$ cat src/rtl/branch_predictor_if.sv
// Fetch/EX-side signal bundle for branch_predictor.
// Statistics signals exist only when BP_STATS_EN is defined.
interface branch_predictor_if;
   logic [15:0] fetch_pc;
   logic [15:0] pre_pc;
   logic        pred_taken;
   logic        ex_valid;
   logic [15:0] ex_pc;
   logic        ex_is_branch;
   logic        ex_taken;
   logic [15:0] ex_target;
   logic        ex_pred_taken;
   logic [15:0] ex_pred_pc;
   logic        error;
   logic [15:0] new_pc;
`ifdef BP_STATS_EN
   logic [15:0] bp_branches;
   logic [15:0] bp_mispredicts;

   modport master (
      output fetch_pc, ex_valid, ex_pc, ex_is_branch, ex_taken, ex_target,
             ex_pred_taken, ex_pred_pc,
      input  pre_pc, pred_taken, error, new_pc, bp_branches, bp_mispredicts
   );
   modport slave (
      input  fetch_pc, ex_valid, ex_pc, ex_is_branch, ex_taken, ex_target,
             ex_pred_taken, ex_pred_pc,
      output pre_pc, pred_taken, error, new_pc, bp_branches, bp_mispredicts
   );
`else
   modport master (
      output fetch_pc, ex_valid, ex_pc, ex_is_branch, ex_taken, ex_target,
             ex_pred_taken, ex_pred_pc,
      input  pre_pc, pred_taken, error, new_pc
   );
   modport slave (
      input  fetch_pc, ex_valid, ex_pc, ex_is_branch, ex_taken, ex_target,
             ex_pred_taken, ex_pred_pc,
      output pre_pc, pred_taken, error, new_pc
   );
`endif
endinterface

$ cat src/rtl/branch_predictor.sv
// Direct-mapped BTB predictor with 2-bit counters; combinational lookup/resolve, trained per EX branch.
// Optional saturating statistics counters enabled by defining BP_STATS_EN.
module branch_predictor #(
   parameter int IDX_BITS = 4,
   parameter int TAG_BITS = 16 - IDX_BITS
) (
   input  logic              clk,
   input  logic              rst,
   branch_predictor_if.slave bp
);
   localparam int NENT = 1 << IDX_BITS;

   typedef struct packed {
      logic                valid;
      logic [TAG_BITS-1:0] tag;
      logic [15:0]         target;
      logic [1:0]          cnt;
   } entry_t;

   entry_t tbl [NENT];

   logic [IDX_BITS-1:0] f_idx, e_idx;
   entry_t              f_ent, e_ent;
   logic                f_hit, e_hit;
   logic [15:0]         ex_next;

   assign f_idx = bp.fetch_pc[IDX_BITS-1:0];
   assign e_idx = bp.ex_pc[IDX_BITS-1:0];
   assign f_ent = tbl[f_idx];
   assign e_ent = tbl[e_idx];
   assign f_hit = f_ent.valid && (f_ent.tag == bp.fetch_pc[IDX_BITS +: TAG_BITS]);
   assign e_hit = e_ent.valid && (e_ent.tag == bp.ex_pc[IDX_BITS +: TAG_BITS]);

   // Lookup reads the table before this edge's update, so same-index training shows next cycle.
   assign bp.pred_taken = f_hit && f_ent.cnt[1];
   assign bp.pre_pc     = bp.pred_taken ? f_ent.target : bp.fetch_pc + 16'd1;

   assign ex_next   = (bp.ex_is_branch && bp.ex_taken) ? bp.ex_target : bp.ex_pc + 16'd1;
   assign bp.error  = bp.ex_valid && (ex_next != bp.ex_pred_pc);
   assign bp.new_pc = bp.ex_valid ? ex_next : 16'd0;

   always_ff @(posedge clk) begin
      if (rst) begin
         for (int i = 0; i < NENT; i++)
            tbl[i] <= '{valid: 1'b0, tag: '0, target: 16'd0, cnt: 2'd1};
      end else if (bp.ex_valid) begin
         if (bp.ex_is_branch) begin
            if (e_hit) begin
               if (bp.ex_taken) begin
                  tbl[e_idx].target <= bp.ex_target;
                  if (e_ent.cnt != 2'd3) tbl[e_idx].cnt <= e_ent.cnt + 2'd1;
               end else if (e_ent.cnt != 2'd0) begin
                  tbl[e_idx].cnt <= e_ent.cnt - 2'd1;
               end
            end else if (bp.ex_taken) begin
               tbl[e_idx] <= '{valid: 1'b1, tag: bp.ex_pc[IDX_BITS +: TAG_BITS],
                               target: bp.ex_target, cnt: 2'd2};
            end
         end else if (e_hit) begin
            // A non-branch matching an entry means stale/aliased code: drop it.
            tbl[e_idx].valid <= 1'b0;
         end
      end
   end

`ifdef BP_STATS_EN
   logic [15:0] br_cnt, mp_cnt;

   always_ff @(posedge clk) begin
      if (rst) begin
         br_cnt <= 16'd0;
         mp_cnt <= 16'd0;
      end else begin
         if (bp.ex_valid && bp.ex_is_branch && br_cnt != 16'hFFFF) br_cnt <= br_cnt + 16'd1;
         if (bp.error && mp_cnt != 16'hFFFF) mp_cnt <= mp_cnt + 16'd1;
      end
   end

   assign bp.bp_branches    = br_cnt;
   assign bp.bp_mispredicts = mp_cnt;
`endif
endmodule

$ cat src/flat_wrapper.sv
// flat-port wrapper written by rule: the top's interface ports become plain ports
module branch_predictor_flat 
#(
   parameter int IDX_BITS = 4,
   parameter int TAG_BITS = 16 - IDX_BITS
)
  (clk, rst, bp_fetch_pc, bp_ex_valid, bp_ex_pc, bp_ex_is_branch, bp_ex_taken, bp_ex_target, bp_ex_pred_taken, bp_ex_pred_pc, bp_pre_pc, bp_pred_taken, bp_error, bp_new_pc);
  branch_predictor_if bp_i ();
  input  logic clk;
  input  logic rst;
  input wire logic [$bits(bp_i.fetch_pc)-1:0] bp_fetch_pc;
  input wire logic [$bits(bp_i.ex_valid)-1:0] bp_ex_valid;
  input wire logic [$bits(bp_i.ex_pc)-1:0] bp_ex_pc;
  input wire logic [$bits(bp_i.ex_is_branch)-1:0] bp_ex_is_branch;
  input wire logic [$bits(bp_i.ex_taken)-1:0] bp_ex_taken;
  input wire logic [$bits(bp_i.ex_target)-1:0] bp_ex_target;
  input wire logic [$bits(bp_i.ex_pred_taken)-1:0] bp_ex_pred_taken;
  input wire logic [$bits(bp_i.ex_pred_pc)-1:0] bp_ex_pred_pc;
  output wire logic [$bits(bp_i.pre_pc)-1:0] bp_pre_pc;
  output wire logic [$bits(bp_i.pred_taken)-1:0] bp_pred_taken;
  output wire logic [$bits(bp_i.error)-1:0] bp_error;
  output wire logic [$bits(bp_i.new_pc)-1:0] bp_new_pc;
  assign bp_i.fetch_pc = bp_fetch_pc;
  assign bp_i.ex_valid = bp_ex_valid;
  assign bp_i.ex_pc = bp_ex_pc;
  assign bp_i.ex_is_branch = bp_ex_is_branch;
  assign bp_i.ex_taken = bp_ex_taken;
  assign bp_i.ex_target = bp_ex_target;
  assign bp_i.ex_pred_taken = bp_ex_pred_taken;
  assign bp_i.ex_pred_pc = bp_ex_pred_pc;
  assign bp_pre_pc = bp_i.pre_pc;
  assign bp_pred_taken = bp_i.pred_taken;
  assign bp_error = bp_i.error;
  assign bp_new_pc = bp_i.new_pc;
  branch_predictor #(.IDX_BITS(IDX_BITS), .TAG_BITS(TAG_BITS)) u_core (.clk(clk), .rst(rst), .bp(bp_i));
endmodule
$ cat config.mk
export PLATFORM = sky130hd
export DESIGN_NAME = branch_predictor_flat
export DESIGN_NICKNAME = d
export VERILOG_FILES = /design/src/rtl/branch_predictor_if.sv /design/src/rtl/branch_predictor.sv /design/src/flat_wrapper.sv
export SDC_FILE = /design/constraint.sdc
export NUM_CORES = 1
export LEC_CHECK = 0
export CAP_MARGIN = 25
export CORE_MARGIN = 1
export CORE_UTILIZATION = 65
export DETAILED_ROUTE_END_ITERATION = 7
export PLACE_DENSITY_LB_ADDON = 0.15
export SLEW_MARGIN = 10
export SYNTH_ARGS = -nofsm -noshare
export SYNTH_HDL_FRONTEND = slang
export SYNTH_SLANG_ARGS = --single-unit
$ cat constraint.sdc
create_clock -name clk -period 6.5 [get_ports clk]
set_input_delay 1.3 -clock clk [delete_from_list [all_inputs] [get_ports clk]]
set_output_delay 1.3 -clock clk [all_outputs]
set_load 0.005 [all_outputs]
# == Yosys cells after proc, flatten, opt, wreduce, memory -nomap -nowiden ==
# Memories as Yosys holds them, arrays and structs flattened.
# Cells that the tools add are included.
# word_totals
ram_bits,496
ff_bits,0
memories,1
input_bits,70
# classes
n_reduce_logical,7
n_bitwise,4
add_sub_neg,4
n_eq_ne,4
muxes,42
# memory_table
memory,words,width,read_ports,rd_clocked_by_memory_dff,wr,line_no,rtl
u_core.tbl,16,31,2,0,16,branch_predictor.sv:20,entry_t tbl [NENT];
# op_table
operator,count
2-to-1 mux 16 bit,4
2-to-1 mux 1 bit,33
adder 16 x 1 -> 16 bit (second input constant),2
2-to-1 mux 31 bit,1
OR reduction 31 bit,1
== test 12 bit,2
inequality test 16 bit,1
2-to-1 mux 4 bit,2
logical AND 1 bit,5
2-to-1 mux 2 bit,2
bitwise OR 1 bit,4
adder 2 x 1 -> 2 bit (second input constant),1
inequality test 2 bit (second input constant),1
nonzero test 2 bit,1
subtractor 2 x 1 -> 2 bit (second input constant),1

# == Depth between registers and ports, before layout ==
# Gate-level depths: netlist of run 1.
# An unclocked memory read counts as a cell.
# depth
ltp_word,13
depth_mapped,14
ltp_nobuf,9

# == Worst setup path after synthesis of run 1 ==
# OpenSTA, ideal clock, no wires.
# synth_path
path_type,in2out
startpoint,input bp_fetch_pc[1]
endpoint,output bp_pre_pc[10]
t_arrival_ns,4.022
path_stages,10
required_time_ns,5.200
slack_ns,1.178
n_path_buf,4
cell_sequence,clkbuf_1 clkbuf_1 mux4_2 mux4_2 xnor2_1 nand4_1 or4_1 buf_2 buf_6 mux2_1
# synth_between
elab_chain_len,5
elab_cells_between_ends,6
# synth_lines
item,line_no,rtl
from (decl),flat_wrapper.sv:11,input wire logic [$bits(bp_i.fetch_pc)-1:0] bp_fetch_pc;
memory (16 x 31 bit),-,
== test 12 bit,branch_predictor.sv:31,assign f_hit = f_ent.valid && (f_ent.tag == bp.fetch_pc[IDX_BITS +: TAG_BITS]);
logical AND 1 bit,branch_predictor.sv:31,
logical AND 1 bit,branch_predictor.sv:35,assign bp.pred_taken = f_hit && f_ent.cnt[1];
2-to-1 mux 16 bit (*),branch_predictor.sv:36,assign bp.pre_pc = bp.pred_taken ? f_ent.target : bp.fetch_pc + 16'd1;
to (decl),flat_wrapper.sv:19,output wire logic [$bits(bp_i.pre_pc)-1:0] bp_pre_pc;
# Every way passes the cells marked *; elsewhere a longest branch is shown, timed or not.

# == Final worst setup path of run 1 ==
# layout_path
startpoint,input bp_fetch_pc[0]
endpoint,output bp_pre_pc[10]
# The elaborated chain is that of the path after synthesis.

==> results of run 1 <==
per-stage QoR:
step / power [mW] / util, % / cells / area, um2 / hold slack (ns)
2_1_floorplan: 4.32 / - / 1927 / 26600 / 1.22
3_3_place_gp: 4.63 / 70.2 / 2419 / 28200 / 1.30
3_5_place_dp: 4.67 / 70.5 / 2426 / 28200 / 1.34
4_1_cts: 7.53 / 74.5 / 2517 / 29900 / 1.35
5_1_grt: 7.72 / 74.5 / 2517 / 29900 / 1.48
6_report: 7.57 / 74.5 / 2517 / 29900 / 1.37
how the worst min path moves through the flow:
stage                             end  slack, ns  depth (start not counted)
global placement    u_core.tbl[15][0]       1.30                          5
detailed placement  u_core.tbl[15][0]       1.34                          6
CTS                 u_core.tbl[15][0]       1.35                          6
floorplan           u_core.tbl[15][0]       1.22                          6
finish              u_core.tbl[15][0]       1.37                          6
global route        u_core.tbl[15][0]       1.48                          5
power by group through the flow:
stage	registers, mW	logic, mW	clock network, mW
after floorplan	3.78	0.534	0
after global placement	3.80	0.834	0
after detailed placement	3.81	0.854	0
after CTS	3.75	0.862	2.92
after global routing	3.76	0.915	3.04
final	3.75	0.885	2.93
per-layer routing:
| layer | wire length (um) | global-route usage, % | vias to the layer above |
|---|---|---|---|
| li1 | - | - | 7469 |
| met5 | 0 | 0 | - |
| met4 | 4390 | 19.0 | 0 |
| met2 | 36800 | 60.4 | 1770 |
| met1 | 27200 | 53.2 | 9114 |
| met3 | 12500 | 10.6 | 349 |
placed cells by master, fill, tap and decap left out, types with 4 or more instances in the layout:
master           count
nand4_1             16
buf_4               78
a22oi_1             20
clkinv_1            12
buf_12               5
nand3_1             20
clkinv_2             7
clkbuf_16           53
nor2b_1             16
inv_1               10
mux2_2              11
a31oi_1              7
ha_1                 5
buf_8                5
o21ai_2             16
xor2_1              19
nor4_1              20
o41ai_1             16
a21oi_1             43
bufinv_16            5
nor2_1              40
clkbuf_1            13
mux2i_1             63
clkdlybuf4s50_1     96
a21o_1              21
nor3_1              18
edfxtp_1           496
and3_1             198
o21ai_0             25
mux4_2             173
mux4_1               6
nand2_1             54
o311ai_0            15
nor2_2              16
mux2_1               4
a211oi_1             8
xnor2_1             47
and2_1             266
final cells by class:
cell class | count | area [um2] | area share (%)
Clock buffer | 66 | 1380 | 4.60
Sequential cell | 496 | 14900 | 49.8
Inverter | 11 | 41.3 | 0.138
Timing Repair Buffer | 190 | 1770 | 5.93
Tap cell | 525 | 657 | 2.20
Multi-Input combinational cell | 1204 | 10900 | 36.4
Clock inverter | 25 | 255 | 0.854
worst reg2reg max path: cells and delay by family, from the launching register on:
family / cells / cell delay (ns)
simple gates: 1 / 0.82
flops: 1 / 0.40
xor+xnor: 1 / 0.38
buf+inv: 1 / 0.36
mux: 2 / 1.02
compound gates: 3 / 1.19
kinds of logic (layout without fill, tap and decap cells):
logic type,Yosys count,after routing,share of synthesized area [%]
simple gates,680,680,14.9
flops,496,496,55.9
mux,257,257,18.2
buf+inv,227,292,3.67
compound gates,196,196,4.96
xor+xnor,66,66,2.17
fa+ha+maj,5,5,0.235
==> impl_metrics.tcl, run 1 <==
set metrics [dict create \
    syn-num-nets 2002 \
    crit_buf_inv 4 \
    dp_hpwl_um 50200 \
    synth_most_common_cell "edfxtp_1" \
    overflow 0 \
    cp-end-kind "output pin" \
    initialDrtViolationCount 3310 \
    synth_cell_type_count 59 \
    largest_reg_flops 496 \
    tritoncts "yes" \
    setup-tns-final_ns 0 \
    finalSetupViolCount 0 \
    yosys.area.top_type "edfxtp_1" \
    ir_drop_mv 0.180 \
    rsz0062_at_grt "false" \
    grt_pass1_vias 18300 \
    ant_nets 0 \
    worst_slack_ns 0.295 \
    grt_pass1_wl_um 118000 \
    crit_family "multiplexers" \
    worstPathArrival_ns 4.91 \
    ys_seq_area_share_pct 55.9 \
    diodes 0 \
    worst_pin_slew_ns 1.05 \
    core_region_area_um2 40100 \
    max_freq_mhz 161 \
    initial_core_util_pct 66.5 \
    synth_top_cell_area_share_pct 55.9 \
    path_class "in -> out" \
    hp-class "reg -> reg" \
    numPortBuffers 102 \
    clockRootBuffer "clkbuf_16" \
    clock_skew_ns 0.0300 \
    pre_cts_slack_ns 0.288 \
    path_depth 10 \
    cts_buffers 51 \
    htreeDepth 2 \
    clk_path_buf_depth 3 \
    synth_area_leaders "edfxtp_1 (56%), mux4_2 (15%), and2_1 (6.2%)" \
    die_area_um2 41800 \
    power_density_nw_per_um2 253 \
    internal-power_mw 5.75 \
    antenna_found_initial 2 \
    fill_cells 2421 \
    yosys-top-cells-count "edfxtp_1 (496), and2_1 (266), and3_1 (198)" \
    async_reset_ff_share_pct 0 \
    r2r_setup_slack_ns 2.03 \
    vias 18700 \
    postCtsSetupBuffers 0 \
    max_flop_register "u_core.tbl" \
    cp_slowest_cell "mux4_2" \
    fin_crit_sh_pct 95.5 \
    clockPowerShare_pct 38.7 \
    leakage_nw 10.9 \
    cts.clk_slew.worst_paths_ns 0.06 \
    grt_max_degree 99 \
    status "finished clean" \
    fp.dieW_um 204 \
    drt_drc_violations_left 0 \
    final_nets 2029 \
    r2r-end "u_core.tbl[15][1]" \
    crit_path_start_kind "input port" \
    r2r_cells 8 \
    largestRegisters "u_core.tbl: 496 flops" \
    p_switching_mw 1.82 \
    fp-row-count 73 \
    synthCells 1927 \
    setup.worst_path.start "bp_fetch_pc[0]" \
    max_stage_delay_ns 0.53 \
    wirelength_um 80900 \
    crit_chain "clkbuf_8 -> buf_4 -> mux4_2 -> mux4_2 -> xnor2_1 -> nand4_1 -> or4_1 -> buf_4 -> mux2_1 -> clkdlybuf4s50_1" \
    drive_above_1_share_pct 19.2 \
    synth.avg_cell_area_um2 13.8 \
    slew_violations 0 \
    max-slew-margin-rel_pct 29.7 \
    ys_ff_latch 496 \
    ys_dominant_reg_cell "edfxtp_1" \
    fp.dieH_um 204 \
    hold_viol 0 \
    clk_latency_ns 0.62 \
    yosysWarnings 0 \
    max_cap_viol_count 0 \
    cts_resized 0 \
    wl_per_cell_um 32.2 \
    pwr-share-comb_pct 11.7 \
    cp_data_required_time_ns 5.20 \
    globalplace.congestion 0.927 \
    synth_edf_count 496 \
    grt.total_usage_pct 39.6 \
    cts_sinks 496 \
    vias_per_cell 7.43 \
    worstHoldStart "u_core.tbl[14][1]" \
    synth_area_um2 26600 \
    area_growth_pct 12.1 \
    p_seq_share_pct 49.6 \
    ios 104 \
    endpoint "bp_pre_pc[10]" \
    post-route-min-period_ns 6.21 \
    first_pass_iters 5 \
    hold_buffers 0 \
    swShare_pct 24.0 \
    timing.rr.start "u_core.tbl[13][24]" \
    path_max_fanout 31 \
]
(Power assumes the default switching activity.)
==> run 2, diff against run 1 <==
--- a/config.mk
+++ b/config.mk
@@ -9,7 +9,7 @@
 export CORE_MARGIN = 1
 export CORE_UTILIZATION = 65
 export DETAILED_ROUTE_END_ITERATION = 7
-export PLACE_DENSITY_LB_ADDON = 0.15
+export PLACE_DENSITY = 0.84
 export SLEW_MARGIN = 10
 export SYNTH_ARGS = -nofsm -noshare
 export SYNTH_HDL_FRONTEND = slang
==> impl_metrics.tcl, run 2 (same netlist as run 1, synthesis figures left out) <==
set metrics [dict create \
    ir_drop_mv 0.190 \
    core_region_area_um2 40100 \
    power_density_nw_per_um2 255 \
    grt.total_usage_pct 39.9 \
    clk_latency_ns 0.61 \
    fin_crit_sh_pct 96.6 \
    final_util_pct 74.7 \
    holdWs_ns 1.48 \
    clock_skew_ns 0.0266 \
    initial_core_util_pct 66.5 \
    drt_drc_violations_left 0 \
    vias_per_cell 7.51 \
    first_pass_iters 7 \
    status "finished clean" \
    max-slew-margin-rel_pct 26.6 \
    vias 18900 \
    setup-tns-final_ns 0 \
    hold_viol 0 \
    p_total_mw 7.64 \
    largest_reg_flops 496 \
    max_cap_viol_count 0 \
    globalplace.congestion 0.920 \
    overflow 0 \
    largestRegisters "u_core.tbl: 496 flops" \
    rsz0062_at_grt "false" \
    ios 104 \
    fp.dieW_um 204 \
    layout_commonest_cell "edfxtp_1" \
    grt_pass1_vias 18700 \
    worst_pin_slew_ns 1.10 \
    antenna_found_initial 3 \
    grt_pass1_wl_um 119000 \
    cts.clk_slew.worst_paths_ns 0.06 \
    clockRootBuffer "clkbuf_16" \
    grt_max_degree 75 \
    max_freq_mhz 159 \
    hp-class "reg -> reg" \
    crit_path_start_kind "input port" \
    fp.dieH_um 204 \
    placed_area_um2 28300 \
    max_flop_register "u_core.tbl" \
    fill_cells 2311 \
    path_class "in -> out" \
    cp_slowest_cell "mux4_2" \
    seq_area_um2 14900 \
    slew_violations 0 \
    final_nets 2028 \
    dp_hpwl_um 50600 \
    worstPathArrival_ns 4.98 \
    max_stage_delay_ns 0.50 \
    cts_sinks 496 \
    wl_per_cell_um 32.7 \
    final_area_um2 29900 \
    numPortBuffers 102 \
    post-route-min-period_ns 6.28 \
    cts_buffers 50 \
    crit_chain "clkbuf_8 -> buf_4 -> mux4_2 -> mux4_2 -> xnor2_1 -> nand3_1 -> or4_1 -> buf_4 -> mux2_1 -> clkdlybuf4s50_1" \
    initialDrtViolationCount 3185 \
    fp-row-count 73 \
    clk_path_buf_depth 3 \
    final_cell_mix "edfxtp_1 (496), and2_1 (266), and3_1 (198), mux4_2 (173), clkdlybuf4s50_1 (96)" \
    finalSetupViolCount 0 \
    wirelength_um 82400 \
    leakage_nw 11.0 \
    drive_above_1_share_pct 19.6 \
    multi_input_area_um2 10900 \
    tritoncts "yes" \
    path_max_fanout 36 \
    hold_buffers 0 \
    ant_nets 0 \
    cp_data_required_time_ns 5.20 \
    area_growth_pct 12.3 \
    htreeDepth 2 \
    cts_resized 0 \
    die_area_um2 41800 \
    postCtsSetupBuffers 0 \
    cp-end-kind "output pin" \
]
run 2: critical path: cells and delay by family:
kind                   cells  cell delay (ns)
buffers and inverters      4             1.35
AND/OR/NAND/NOR            2             0.65
XOR/XNOR                   1             0.23
multiplexers               3             1.39
run 2: final cells by class:
class	instances	area share (%)
diodes	1	0.00836
clock buffers	59	4.29
clock inverters	34	1.30
inverters	11	0.138
multi-input cells	1204	36.4
flip-flops and latches	496	49.8
well taps	525	2.19
repair buffers	190	5.95
run 2: path summary, 6_finish.rpt:
| path | start | endpoint | slack (ns) | cells past startpoint |
|---|---|---|---|---|
| worst max-delay path | bp_fetch_pc[0] | bp_pre_pc[13] | 0.22 | 10 |
| worst min-delay path | u_core.tbl[5][1] | u_core.tbl[15][0] | 1.48 | 6 |
| worst max register to register | u_core.tbl[9][24] | u_core.tbl[3][30] | 2.07 | 8 |
| worst min register to register | u_core.tbl[5][1] | u_core.tbl[15][0] | 1.48 | 6 |
run 2: where the power goes:
group	internal, mW	total [mW]	switching (mW)
registers	3.68	3.75	0.0723
clock network	1.74	3.00	1.26
logic	0.383	0.893	0.510
total	5.80	7.64	1.84
run 2: stage by stage:
step                setup WS [ns]  instances
detailed placement          0.244       2426
global placement            0.238       2414
CTS                         0.232       2519
finish                      0.218       2520
global route                0.140       2519
floorplan                    1.18       1927
run 2: layer usage:
layer / share of wire [%] / GRT usage, % / wire [um]
met3: 17 / 12.9 / 13800
met4: 5.9 / 21.7 / 4830
met2: 45 / 60.5 / 37400
met5: 0.11 / 1.31 / 88
met1: 32 / 51.3 / 26300
